==> config.mk <==
export PLATFORM = sky130hd
export DESIGN_NAME = flags_unit_flat
export DESIGN_NICKNAME = d
export VERILOG_FILES = /design/src/rtl/flags_pkg.sv /design/src/rtl/flags_if.sv /design/src/rtl/flags_alu_mask.sv /design/src/rtl/flags_unit.sv /design/src/flat_wrapper.sv
export SDC_FILE = /design/constraint.sdc
export NUM_CORES = 1
export LEC_CHECK = 0
export ABC_AREA = 1
export CAP_MARGIN = 20
export CORE_ASPECT_RATIO = 1.2
export CORE_MARGIN = 2
export CORE_UTILIZATION = 37
export CTS_CLUSTER_DIAMETER = 150
export CTS_CLUSTER_SIZE = 25
export DETAILED_ROUTE_END_ITERATION = 16
export HOLD_SLACK_MARGIN = 0.03
export PLACE_DENSITY = 0.76
export SYNTH_ARGS = -nofsm -noshare
export SYNTH_HDL_FRONTEND = slang
export SYNTH_HIERARCHICAL = 1
export SYNTH_SLANG_ARGS = --single-unit
==> constraint.sdc <==
create_clock -name CLK -period 1 [get_ports CLK]
set_input_delay 0.3 -clock CLK [delete_from_list [all_inputs] [get_ports CLK]]
set_output_delay 0.3 -clock CLK [all_outputs]
set_load 0.005 [all_outputs]
==> src/rtl/flags_pkg.sv <==
// Shared definitions for the 8088 FLAGS register: bit positions, flag-control
// encodings, constant-bit masks and the ALU operation codes that drive flag capture.
package flags_pkg;

  localparam int FLAG_CF = 0;
  localparam int FLAG_PF = 2;
  localparam int FLAG_AF = 4;
  localparam int FLAG_ZF = 6;
  localparam int FLAG_SF = 7;
  localparam int FLAG_TF = 8;
  localparam int FLAG_IF = 9;
  localparam int FLAG_DF = 10;
  localparam int FLAG_OF = 11;

  localparam logic [15:0] RESET_FLAGS   = 16'hF002;
  // Bits 15:12 and 1 always read 1; bits 5 and 3 always read 0.
  localparam logic [15:0] FLAGS_OR_MASK = 16'hF002;
  localparam logic [15:0] FLAGS_WR_MASK = 16'h0FD5;
  localparam logic [15:0] SAHF_MASK     = 16'h00D5;
  localparam logic [15:0] STATUS_MASK   = 16'h08D5;

  typedef enum logic [2:0] {
    FC_NOP = 3'd0, FC_CLC = 3'd1, FC_STC = 3'd2, FC_CMC = 3'd3,
    FC_CLI = 3'd4, FC_STI = 3'd5, FC_CLD = 3'd6, FC_STD = 3'd7
  } flagctl_e;

  localparam logic [3:0] ALU_PASSA = 4'b0000;
  localparam logic [3:0] ALU_NOTA  = 4'b0001;
  localparam logic [3:0] ALU_INCA  = 4'b0010;
  localparam logic [3:0] ALU_DECA  = 4'b0011;

endpackage

==> src/rtl/flags_if.sv <==
// Command/status bundle between the execution unit and the FLAGS register.
interface flags_if;
  import flags_pkg::*;

  logic        AluUpdate;
  logic [3:0]  AluOperation;
  logic        F_Overflow, F_Neg, F_Zero, F_Aux, F_Parity, F_Carry;
  flagctl_e    FlagCtl;
  logic        LoadWord;
  logic        LoadLow;
  logic [15:0] LoadData;
  logic        ShadowReq;
  logic        IntEntry;
  logic        InstrEnd;
  logic [15:0] Flags;
  logic        CarryOut;
  logic        IntEnable;
  logic        TrapPending;

  modport master (
    output AluUpdate, AluOperation, F_Overflow, F_Neg, F_Zero, F_Aux, F_Parity, F_Carry,
           FlagCtl, LoadWord, LoadLow, LoadData, ShadowReq, IntEntry, InstrEnd,
    input  Flags, CarryOut, IntEnable, TrapPending
  );

  modport slave (
    input  AluUpdate, AluOperation, F_Overflow, F_Neg, F_Zero, F_Aux, F_Parity, F_Carry,
           FlagCtl, LoadWord, LoadLow, LoadData, ShadowReq, IntEntry, InstrEnd,
    output Flags, CarryOut, IntEnable, TrapPending
  );
endinterface

==> src/rtl/flags_alu_mask.sv <==
// Decodes an ALU operation code into the set of FLAGS bits that operation writes.
module flags_alu_mask
  import flags_pkg::*;
(
  input  logic [3:0]  op_i,
  output logic [15:0] mask_o
);

  always_comb begin
    mask_o = '0;
    casez (op_i)
      4'b1???:           mask_o = STATUS_MASK;
      ALU_INCA, ALU_DECA: mask_o = STATUS_MASK & ~(16'h1 << FLAG_CF);
      default:           mask_o = '0;
    endcase
  end

endmodule

==> src/rtl/flags_unit.sv <==
// Architectural FLAGS register: prioritised write sources, STI/SS interrupt
// shadow and TF single-step trap tracking.
module flags_unit #(
  parameter logic [15:0] RESET_FLAGS = flags_pkg::RESET_FLAGS
) (
  input logic    CLK,
  input logic    RESET_n,
  flags_if.slave bus
);
  import flags_pkg::*;

  logic [15:0] flags_q, flags_d;
  logic        shadow_q, shadow_d;
  logic        shcnt_q, shcnt_d;
  logic        tfarm_q, tfarm_d;
  logic        trap_q, trap_d;
  logic        sti_set;
  logic [15:0] alu_mask, alu_v;

  flags_alu_mask u_mask (.op_i(bus.AluOperation), .mask_o(alu_mask));

  always_comb begin
    alu_v          = '0;
    alu_v[FLAG_OF] = bus.F_Overflow;
    alu_v[FLAG_SF] = bus.F_Neg;
    alu_v[FLAG_ZF] = bus.F_Zero;
    alu_v[FLAG_AF] = bus.F_Aux;
    alu_v[FLAG_PF] = bus.F_Parity;
    alu_v[FLAG_CF] = bus.F_Carry;
  end

  // One write source per cycle, highest priority first.
  always_comb begin
    flags_d = flags_q;
    sti_set = 1'b0;
    if (bus.IntEntry) begin
      flags_d[FLAG_IF] = 1'b0;
      flags_d[FLAG_TF] = 1'b0;
    end else if (bus.LoadWord) begin
      flags_d = bus.LoadData;
    end else if (bus.LoadLow) begin
      flags_d = (flags_q & ~SAHF_MASK) | (bus.LoadData & SAHF_MASK);
    end else if (bus.FlagCtl != FC_NOP) begin
      case (bus.FlagCtl)
        FC_CLC: flags_d[FLAG_CF] = 1'b0;
        FC_STC: flags_d[FLAG_CF] = 1'b1;
        FC_CMC: flags_d[FLAG_CF] = ~flags_q[FLAG_CF];
        FC_CLI: flags_d[FLAG_IF] = 1'b0;
        FC_STI: begin
          flags_d[FLAG_IF] = 1'b1;
          sti_set          = ~flags_q[FLAG_IF];
        end
        FC_CLD: flags_d[FLAG_DF] = 1'b0;
        FC_STD: flags_d[FLAG_DF] = 1'b1;
        default: ;
      endcase
    end else if (bus.AluUpdate) begin
      flags_d = (flags_q & ~alu_mask) | (alu_v & alu_mask);
    end
    flags_d = (flags_d & FLAGS_WR_MASK) | FLAGS_OR_MASK;
  end

  // Boundary logic looks at flags_q, i.e. TF/IF before any same-cycle write.
  always_comb begin
    shadow_d = shadow_q;
    shcnt_d  = shcnt_q;
    tfarm_d  = tfarm_q;
    trap_d   = trap_q;
    if (bus.IntEntry) begin
      shadow_d = 1'b0;
      shcnt_d  = 1'b0;
      tfarm_d  = 1'b0;
      trap_d   = 1'b0;
    end else begin
      if (bus.InstrEnd) begin
        tfarm_d = flags_q[FLAG_TF];
        trap_d  = trap_q | (tfarm_q & flags_q[FLAG_TF]);
      end
      if (sti_set || bus.ShadowReq) begin
        shadow_d = 1'b1;
        shcnt_d  = 1'b0;
      end else if (bus.InstrEnd && shadow_q) begin
        shadow_d = ~shcnt_q;
        shcnt_d  = ~shcnt_q;
      end
    end
  end

  always_ff @(posedge CLK) begin
    if (!RESET_n) begin
      flags_q  <= RESET_FLAGS;
      shadow_q <= 1'b0;
      shcnt_q  <= 1'b0;
      tfarm_q  <= 1'b0;
      trap_q   <= 1'b0;
    end else begin
      flags_q  <= flags_d;
      shadow_q <= shadow_d;
      shcnt_q  <= shcnt_d;
      tfarm_q  <= tfarm_d;
      trap_q   <= trap_d;
    end
  end

  assign bus.Flags       = flags_q;
  assign bus.CarryOut    = flags_q[FLAG_CF];
  assign bus.IntEnable   = flags_q[FLAG_IF] & ~shadow_q;
  assign bus.TrapPending = trap_q;

endmodule

==> src/flat_wrapper.sv <==
// flat-port wrapper written by rule: the top's interface ports become plain ports
module flags_unit_flat import flags_pkg::*;
#(
  parameter logic [15:0] RESET_FLAGS = flags_pkg::RESET_FLAGS
)
  (CLK, RESET_n, bus_AluUpdate, bus_AluOperation, bus_F_Overflow, bus_F_Neg, bus_F_Zero, bus_F_Aux, bus_F_Parity, bus_F_Carry, bus_FlagCtl, bus_LoadWord, bus_LoadLow, bus_LoadData, bus_ShadowReq, bus_IntEntry, bus_InstrEnd, bus_Flags, bus_CarryOut, bus_IntEnable, bus_TrapPending);
  flags_if bus_i ();
  input logic CLK;
  input logic RESET_n;
  input wire logic [$bits(bus_i.AluUpdate)-1:0] bus_AluUpdate;
  input wire logic [$bits(bus_i.AluOperation)-1:0] bus_AluOperation;
  input wire logic [$bits(bus_i.F_Overflow)-1:0] bus_F_Overflow;
  input wire logic [$bits(bus_i.F_Neg)-1:0] bus_F_Neg;
  input wire logic [$bits(bus_i.F_Zero)-1:0] bus_F_Zero;
  input wire logic [$bits(bus_i.F_Aux)-1:0] bus_F_Aux;
  input wire logic [$bits(bus_i.F_Parity)-1:0] bus_F_Parity;
  input wire logic [$bits(bus_i.F_Carry)-1:0] bus_F_Carry;
  input wire logic [$bits(bus_i.FlagCtl)-1:0] bus_FlagCtl;
  input wire logic [$bits(bus_i.LoadWord)-1:0] bus_LoadWord;
  input wire logic [$bits(bus_i.LoadLow)-1:0] bus_LoadLow;
  input wire logic [$bits(bus_i.LoadData)-1:0] bus_LoadData;
  input wire logic [$bits(bus_i.ShadowReq)-1:0] bus_ShadowReq;
  input wire logic [$bits(bus_i.IntEntry)-1:0] bus_IntEntry;
  input wire logic [$bits(bus_i.InstrEnd)-1:0] bus_InstrEnd;
  output wire logic [$bits(bus_i.Flags)-1:0] bus_Flags;
  output wire logic [$bits(bus_i.CarryOut)-1:0] bus_CarryOut;
  output wire logic [$bits(bus_i.IntEnable)-1:0] bus_IntEnable;
  output wire logic [$bits(bus_i.TrapPending)-1:0] bus_TrapPending;
  assign bus_i.AluUpdate = bus_AluUpdate;
  assign bus_i.AluOperation = bus_AluOperation;
  assign bus_i.F_Overflow = bus_F_Overflow;
  assign bus_i.F_Neg = bus_F_Neg;
  assign bus_i.F_Zero = bus_F_Zero;
  assign bus_i.F_Aux = bus_F_Aux;
  assign bus_i.F_Parity = bus_F_Parity;
  assign bus_i.F_Carry = bus_F_Carry;
  assign bus_i.FlagCtl = bus_FlagCtl;
  assign bus_i.LoadWord = bus_LoadWord;
  assign bus_i.LoadLow = bus_LoadLow;
  assign bus_i.LoadData = bus_LoadData;
  assign bus_i.ShadowReq = bus_ShadowReq;
  assign bus_i.IntEntry = bus_IntEntry;
  assign bus_i.InstrEnd = bus_InstrEnd;
  assign bus_Flags = bus_i.Flags;
  assign bus_CarryOut = bus_i.CarryOut;
  assign bus_IntEnable = bus_i.IntEnable;
  assign bus_TrapPending = bus_i.TrapPending;
  flags_unit #(.RESET_FLAGS(RESET_FLAGS)) u_core (.CLK(CLK), .RESET_n(RESET_n), .bus(bus_i));
endmodule
After elaboration in Yosys (flattened, before gate mapping)
Cells that the tools add are included.
{"block": "word_totals", "ff_bits": 17, "latchBits": 0, "mem_bits_rw": 0, "mem_bits_ro": 0, "in_bits": 37, "out_inout_bits": 19, "word_cells": 69, "n_memories": 0}
{"block": "op_classes", "n_addsub": 0, "mul": 0, "div_mod_pow": 0, "magnitude_cmp": 0, "n_eq_ne": 13, "n_shift": 0, "n_mux": 18, "bitwise": 14, "reduce_logical": 14}
{"cell": "12-bit two-way mux", "count": 3}
{"cell": "12-bit bitwise AND", "count": 2}
{"cell": "12-bit one-hot mux with 2 select lines", "count": 1}
{"cell": "3-bit equality test (second input constant)", "count": 4}
{"cell": "12-bit NOT", "count": 1}
{"cell": "12-bit bitwise OR", "count": 1}
{"cell": "12-bit by 8-bit bitwise OR with 12-bit output", "count": 1}
{"cell": "5-bit inequality test (second input constant)", "count": 2}
{"cell": "1-bit two-way mux", "count": 9}
{"cell": "3-bit AND reduction", "count": 3}
{"cell": "4-bit by 2-bit equality test with 1-bit output (second input constant)", "count": 2}
{"cell": "8-bit two-way mux", "count": 1}
{"cell": "3-bit by 2-bit equality test with 1-bit output (second input constant)", "count": 2}
{"cell": "6-bit inequality test (second input constant)", "count": 1}
{"cell": "1-bit NOT", "count": 6}
{"cell": "3-bit nonzero test", "count": 2}
{"cell": "1-bit one-hot mux with 2 select lines", "count": 2}
{"cell": "2-bit AND reduction", "count": 2}
{"cell": "4-bit nonzero test", "count": 1}
{"cell": "2-bit OR reduction", "count": 2}
{"cell": "3-bit by 1-bit equality test with 1-bit output (second input constant)", "count": 1}
{"cell": "3-bit inequality test (second input constant)", "count": 1}
{"cell": "1-bit one-hot mux with 3 select lines", "count": 1}
{"cell": "3-bit OR reduction", "count": 1}
{"cell": "6 further kinds", "count": 7}

Logic depth before layout (Yosys ltp)
Gate-level depths: netlist of the first run.
{"block": "depth", "word_depth": 10, "mapped_depth": 9, "mapped_depth_nobuf": 8}

By module
The synthesis of the first run kept the hierarchy.
{"module": "flags_unit", "n_inst": 1, "cells_per_inst": 175, "area_per_inst_um2": 1073.5, "seq_area_each_um2": 260.2}
{"module": "flags_alu_mask", "n_inst": 1, "cells_per_inst": 20, "area_per_inst_um2": 127.6, "seq_area_each_um2": 0.0}

Worst setup path before layout of the first run
No wires, ideal clock.
{"block": "synth_timing", "path_type": "in2reg", "startpoint": "input bus_LoadWord", "endpoint": "register u_core.flags_q[10], in the netlist u_core/bus.Flags[10]", "setup_ns": 0.114, "t_arrival_ns": 0.989, "required_ns": 0.886, "setup_slack_ns": -0.103, "stages": 9, "path_buffers": 1, "cell_sequence": "buf_6 -> nor2_4 -> nand2_2 -> nor2_4 -> nor2_4 -> nand2_2 -> nand2_1 -> nand2_1 -> nor2_2"}
{"block": "synth_via", "elab_chain_len": 2, "word_cells_on_any_way": 4, "classes_between": "eq/ne: 1; mux: 1; reduce/logical: 2"}
{"item": "start: declaration", "line_no": "flat_wrapper.sv:19", "text": "input wire logic [$bits(bus_i.LoadWord)-1:0] bus_LoadWord;"}
{"item": "5-bit inequality test (no source line) / 4-bit nonzero test (equally long branches)"}
{"item": "3-bit AND reduction (no source line)"}
{"item": "end signal: assignment", "line_no": "flags_unit.sv:97", "text": "flags_q <= flags_d;"}
{"item": "end: declaration", "line_no": "flags_unit.sv:12", "text": "logic [15:0] flags_q, flags_d;"}
Parallel ways exist; a longest one is shown, timed or not.
A chain may end at the register's enable or synchronous reset.

Worst setup path after layout of the first run
{"block": "layout_timing", "startpoint": "register u_core.flags_q[9], in the netlist u_core/bus.Flags[9]", "endpoint": "output bus_IntEnable"}
{"block": "layout_via", "elab_chain_len": 1}
{"item": "1-bit bitwise AND", "line_no": "flags_unit.sv:107", "text": "assign bus.IntEnable = flags_q[FLAG_IF] & ~shadow_q;"}
{"item": "end: declaration", "line_no": "flat_wrapper.sv:27", "text": "output wire logic [$bits(bus_i.IntEnable)-1:0] bus_IntEnable;"}
No other way between the ends.

==> results of run 1 <==
==> registers in the layout, indices dropped and copies added (netlist names) <==
name / flops
u_core/shcnt_q: 1
u_core/bus.TrapPending: 1
u_core/shadow_q: 1
u_core/tfarm_q: 1
u_core/bus.Flags: 9
==> final cells by class <==
class / instances / area, µm² / area share [%]
timing repair buffer: 63 / 502 / 28.7
tap: 36 / 45.0 / 2.57
inverter: 30 / 123 / 7.01
sequential: 13 / 273 / 15.6
multi-input combinational: 135 / 782 / 44.7
clock buffer: 4 / 26.3 / 1.50
==> power groups by stage <==
stage	clock network (mW)	registers, mW	logic (mW)
2_1_floorplan	0	0.579	0.295
3_3_place_gp	0	0.574	0.519
3_5_place_dp	0	0.574	0.525
4_1_cts	0.368	0.566	0.510
5_1_grt	0.390	0.573	0.624
6_report	0.350	0.567	0.565
==> worst max-delay path, cell delays in order, from the launching register on <==
cell and delay, ps:
dfxtp_2 340, inv_2 30, nor2_1 60, buf_2 110
==> per-layer routing <==
metal  track usage (%)  part of all wire, %
met4              6.25                  1.9
met1              21.0                   43
met2              29.2                   49
met3              3.23                  5.7
met5                 0                    0
==> worst paths after layout <==
| kind | to | depth (start not counted) |
|---|---|---|
| worst max-delay path | bus_IntEnable | 3 |
| worst min-delay path | u_core/bus.Flags[10] | 5 |
| worst max register to register | u_core/bus.Flags[9] | 9 |
| worst min register to register | u_core/tfarm_q | 2 |
==> what timing repair did <==
| item | in CTS | in global routing |
|---|---|---|
| endpoints found under the setup margin | 25 | 23 |
| buffers inserted | 4 | 2 |
| cloned | 1 | 0 |
| resized for setup | 93 | 34 |
| hold endpoints to repair | 0 | 0 |
| hold buffers | 0 | 0 |
| pin swaps | 12 | 27 |
==> through the flow <==
step / power (mW) / TNS (ps) / cell area (µm²) / utilization (%)
after global placement: 1.09 / -8990 / 1630 / 54.5
after floorplan: 0.874 / -373 / 1200 / -
after global routing: 1.59 / -1120 / 1750 / 58.3
after CTS: 1.44 / -615 / 1650 / 55.1
final: 1.48 / -456 / 1750 / 58.3
after detailed placement: 1.10 / -9340 / 1630 / 54.5
==> impl_metrics.yaml, run 1 <==
final_layout:
  fillers: 297
  layout.nets: 283
  layout_common_cells: "43 x nand2_1, 22 x buf_4, 19 x inv_1"
  area_growth_pct: 52.4
  final_common_cell: "nand2_1"
  n_antenna_cell: 0
  post_layout_nonfiller_instances: 281
  drive_gt1_share_pct: 41.6
timing:
  drv_slew: 0
  rsz0062_at_grt: "true"
  setup_violations: 12
  skew_ps: 6.64
  max_freq_ghz: 0.884
  hold_slack_ps: 440
  worst_slack_ps: -131
  finalCritPeriodShare_pct: 113
  period_minus_slack_ps: 1130
  finalHoldViolations: 0
pwr:
  power.internal_mw: 0.987
  max-vdd-ir-drop_uv: 564
  pwr-share-clk_pct: 23.6
  powerDensity_mw_per_mm2: 847
  power.net_switching_mw: 0.495
  power_frac_seq_pct: 38.3
  swShare_pct: 33.4
  power_frac_comb_pct: 38.1
  leakage_nw: 0.894
routing:
  route.detailed.drc: 0
  drt_iter0_markers: 26
  num_vias: 1275
  first_pass_iters: 4
  wirelength_um: 2880
  avgViaCountPerCell: 4.54
  antenna_left: 0
  routedWlPerCell_um: 10.2
clock_tree:
  htreeDepth: 1
  cts_tree: "built"
  cts_sinks: 13
  cts-root-buf: "clkbuf_4"
  numCtsBuffers: 3
  path_clk_slew_ps: 90
  worstSkewPairLatency_ps: 290
  clk_path_buf_depth: 2
global_routing:
  grt_pass1_vias: 1124
  grt_max_degree: 11
  track_usage_pct: 17.3
  grt_pass1_wl_um: 4640
  antenna_found_initial: 0
  gr-total-overflow: 0
die:
  die_h_um: 65.0
  die_x_um: 54.9
  ios: 56
  die_area_mm2: 0.00357
  rows: 22
  coreArea_mm2: 0.00300
  start_util_pct: 38.3
critical_path:
  r2r_slack_ps: 0
  r2r_start: "u_core/bus.Flags[9]"
  startpoint_type: "flop"
  critPathMaxFanout: 2
  critPathKind: "reg -> out"
  crit_arrival_ps: 830
  worstPathRequired_ps: 700
  startpoint: "u_core/bus.Flags[9]"
  worstSetupEndpointType: "output pin"
place:
  gp_congestion: 0.843
  dp_hpwl_um: 2090
  io_buffers: 40
  placedCellCount: 271
  post-place-ws_ps: -719
yosys:
  synth_area_per_cell_um2: 6.11
  synth_area_mm2: 0.00115
  ys_warn_count: 6
  synthCells: 188
hold_path:
  hp-class: "in -> reg"
  hp-start: "bus_LoadWord"
outcome:
  violations: "negative setup slack"
  status: "finished, violations left"
run:
  drv_cap: 0
Power figures use the tool's default switching activity.
==> run 2: changes to the inputs <==
--- a/config.mk
+++ b/config.mk
@@ -16,4 +16,6 @@
 export HOLD_SLACK_MARGIN = 0.03
 export PLACE_DENSITY = 0.76
+export SETUP_SLACK_MARGIN = 0.3
+export SLEW_MARGIN = 15
 export SYNTH_ARGS = -nofsm -noshare
 export SYNTH_HDL_FRONTEND = slang
==> constraint.sdc (replaced) <==
create_clock -name CLK -period 1 [get_ports CLK]
set_input_delay 0.15 -clock CLK [delete_from_list [all_inputs] [get_ports CLK]]
set_output_delay 0.15 -clock CLK [all_outputs]
set_load 0.005 [all_outputs]
==> impl_metrics.yaml, run 2 (same netlist as run 1, synthesis figures left out) <==
routing:
  drt_iter0_markers: 22
  wl_met3_um: 177
  wirelength_um: 2970
  avgViaCountPerCell: 4.49
  top_layer: "met4"
  num_vias: 1271
  route.detailed.drc: 0
  first_pass_iters: 6
  m1WireLength_um: 1200
  routedWlPerCell_um: 10.5
  antenna_left: 0
  wl_met2_um: 1560
final_layout:
  post-route-cell-area_mm2: 0.00181
  layout_common_cells: "45 x nand2_1, 19 x inv_1, 18 x buf_4"
  utilization_pct: 60.2
  drive_gt1_share_pct: 43.3
  largest_reg_flops: 9
  area_growth_pct: 57.2
  n_antenna_cell: 0
  layout.nets: 285
  final_common_cell: "nand2_1"
clock_tree:
  numCtsBuffers: 3
  cts_tree: "built"
  clk_path_buf_depth: 2
  htreeDepth: 1
  cts_sinks: 13
  worstSkewPairLatency_ps: 290
  cts_hold_buf: 0
  path_clk_slew_ps: 100
  cts-root-buf: "clkbuf_4"
global_routing:
  grt_pass1_wl_um: 4810
  grt_pass1_vias: 1208
  gr-total-overflow: 0
  grt_max_degree: 11
  track_usage_pct: 18.3
  antenna_found_initial: 0
run:
  drv_cap: 0
timing:
  finalCritPeriodShare_pct: 99.9
  hold_slack_ps: 277
  finalHoldViolations: 0
  period_minus_slack_ps: 999
  drv_slew: 0
  setup_violations: 0
  max_freq_ghz: 1.00
  rsz0062_at_grt: "true"
  worst_slack_ps: 1.42
  skew_ps: 13.8
hold_path:
  min_path_cells: 5
  hp-class: "in -> reg"
  holdPathEnd: "u_core/bus.Flags[10]"
  hp-start: "bus_LoadWord"
die:
  start_util_pct: 38.3
  ios: 56
  die_x_um: 54.9
  die_h_um: 65.0
  coreArea_mm2: 0.00300
  rows: 22
  die_area_mm2: 0.00357
critical_path:
  critPathMaxFanout: 3
  worstSetupEndpointType: "flop"
  critPathKind: "reg -> reg"
  startpoint_type: "flop"
  r2r_slack_ps: 1
  worstPathRequired_ps: 1230
  r2r_end: "u_core/bus.Flags[0]"
  ff2ff_path_depth: 7
  r2r_start: "u_core/bus.Flags[0]"
  crit_arrival_ps: 1230
  startpoint: "u_core/bus.Flags[0]"
place:
  io_buffers: 40
  gp_congestion: 0.827
  post-place-ws_ps: -568
  dp_hpwl_um: 2030
  placed_cell_area_mm2: 0.00163
pwr:
  powerDensity_mw_per_mm2: 840
  leakage_nw: 0.903
  max-vdd-ir-drop_uv: 650
outcome:
  status: "complete, no violations"
run 2: metrics by stage:
| stage | std cells | power [mW] | setup TNS (ps) |
|---|---|---|---|
| after floorplan | 195 | 0.877 | 0 |
| after detailed placement | 269 | 1.10 | -5840 |
| final | 283 | 1.52 | 0 |
| after CTS | 282 | 1.48 | 0 |
| after global placement | 269 | 1.09 | -5600 |
| after global routing | 283 | 1.63 | -190 |
run 2: layout make-up:
class | instances | area [µm²]
flip-flops and latches | 13 | 273
fillers | 294 | 1190
inverters | 30 | 130
clock buffers | 4 | 26.3
repair buffers | 65 | 547
multi-input cells | 135 | 785
well taps | 36 | 45.0
run 2: power breakdown:
part	switching [mW]	leakage [nW]	internal (mW)	total, mW
clock network	0.200	0.0150	0.155	0.354
registers	0.0185	0.110	0.552	0.571
logic	0.289	0.777	0.302	0.591
run 2: repair_timing:
item | in CTS | in global routing
resized for setup | 120 | 19
setup buffers | 8 | 1
cloned | 1 | 0
pin swaps | 38 | 13
setup endpoints to repair | 25 | 25
run 2: worst max path at each step:
stage,to,slack [ps],depth (start not counted)
5_1_grt,bus_IntEnable,-60,3
6_report,u_core/bus.Flags[0],1,7
2_1_floorplan,u_core/bus.Flags[10],50,9
3_3_place_gp,u_core/bus.Flags[10],-530,9
4_1_cts,bus_IntEnable,0.8,3
3_5_place_dp,u_core/bus.Flags[6],-570,7
run 2: routing by layer:
layer	up-vias	global-route usage [%]
li1	673	-
met1	549	20.6
met2	45	32.3
met3	4	2.53
met4	0	8.44
met5	-	0
run 2: critical path: stages, from the launching register on:
cell	delay, ps
dfxtp_2	340
buf_6	110
buf_6	110
a21oi_4	110
a21oi_2	60
nand2_1	50
nand2_1	50
a21oi_2	100
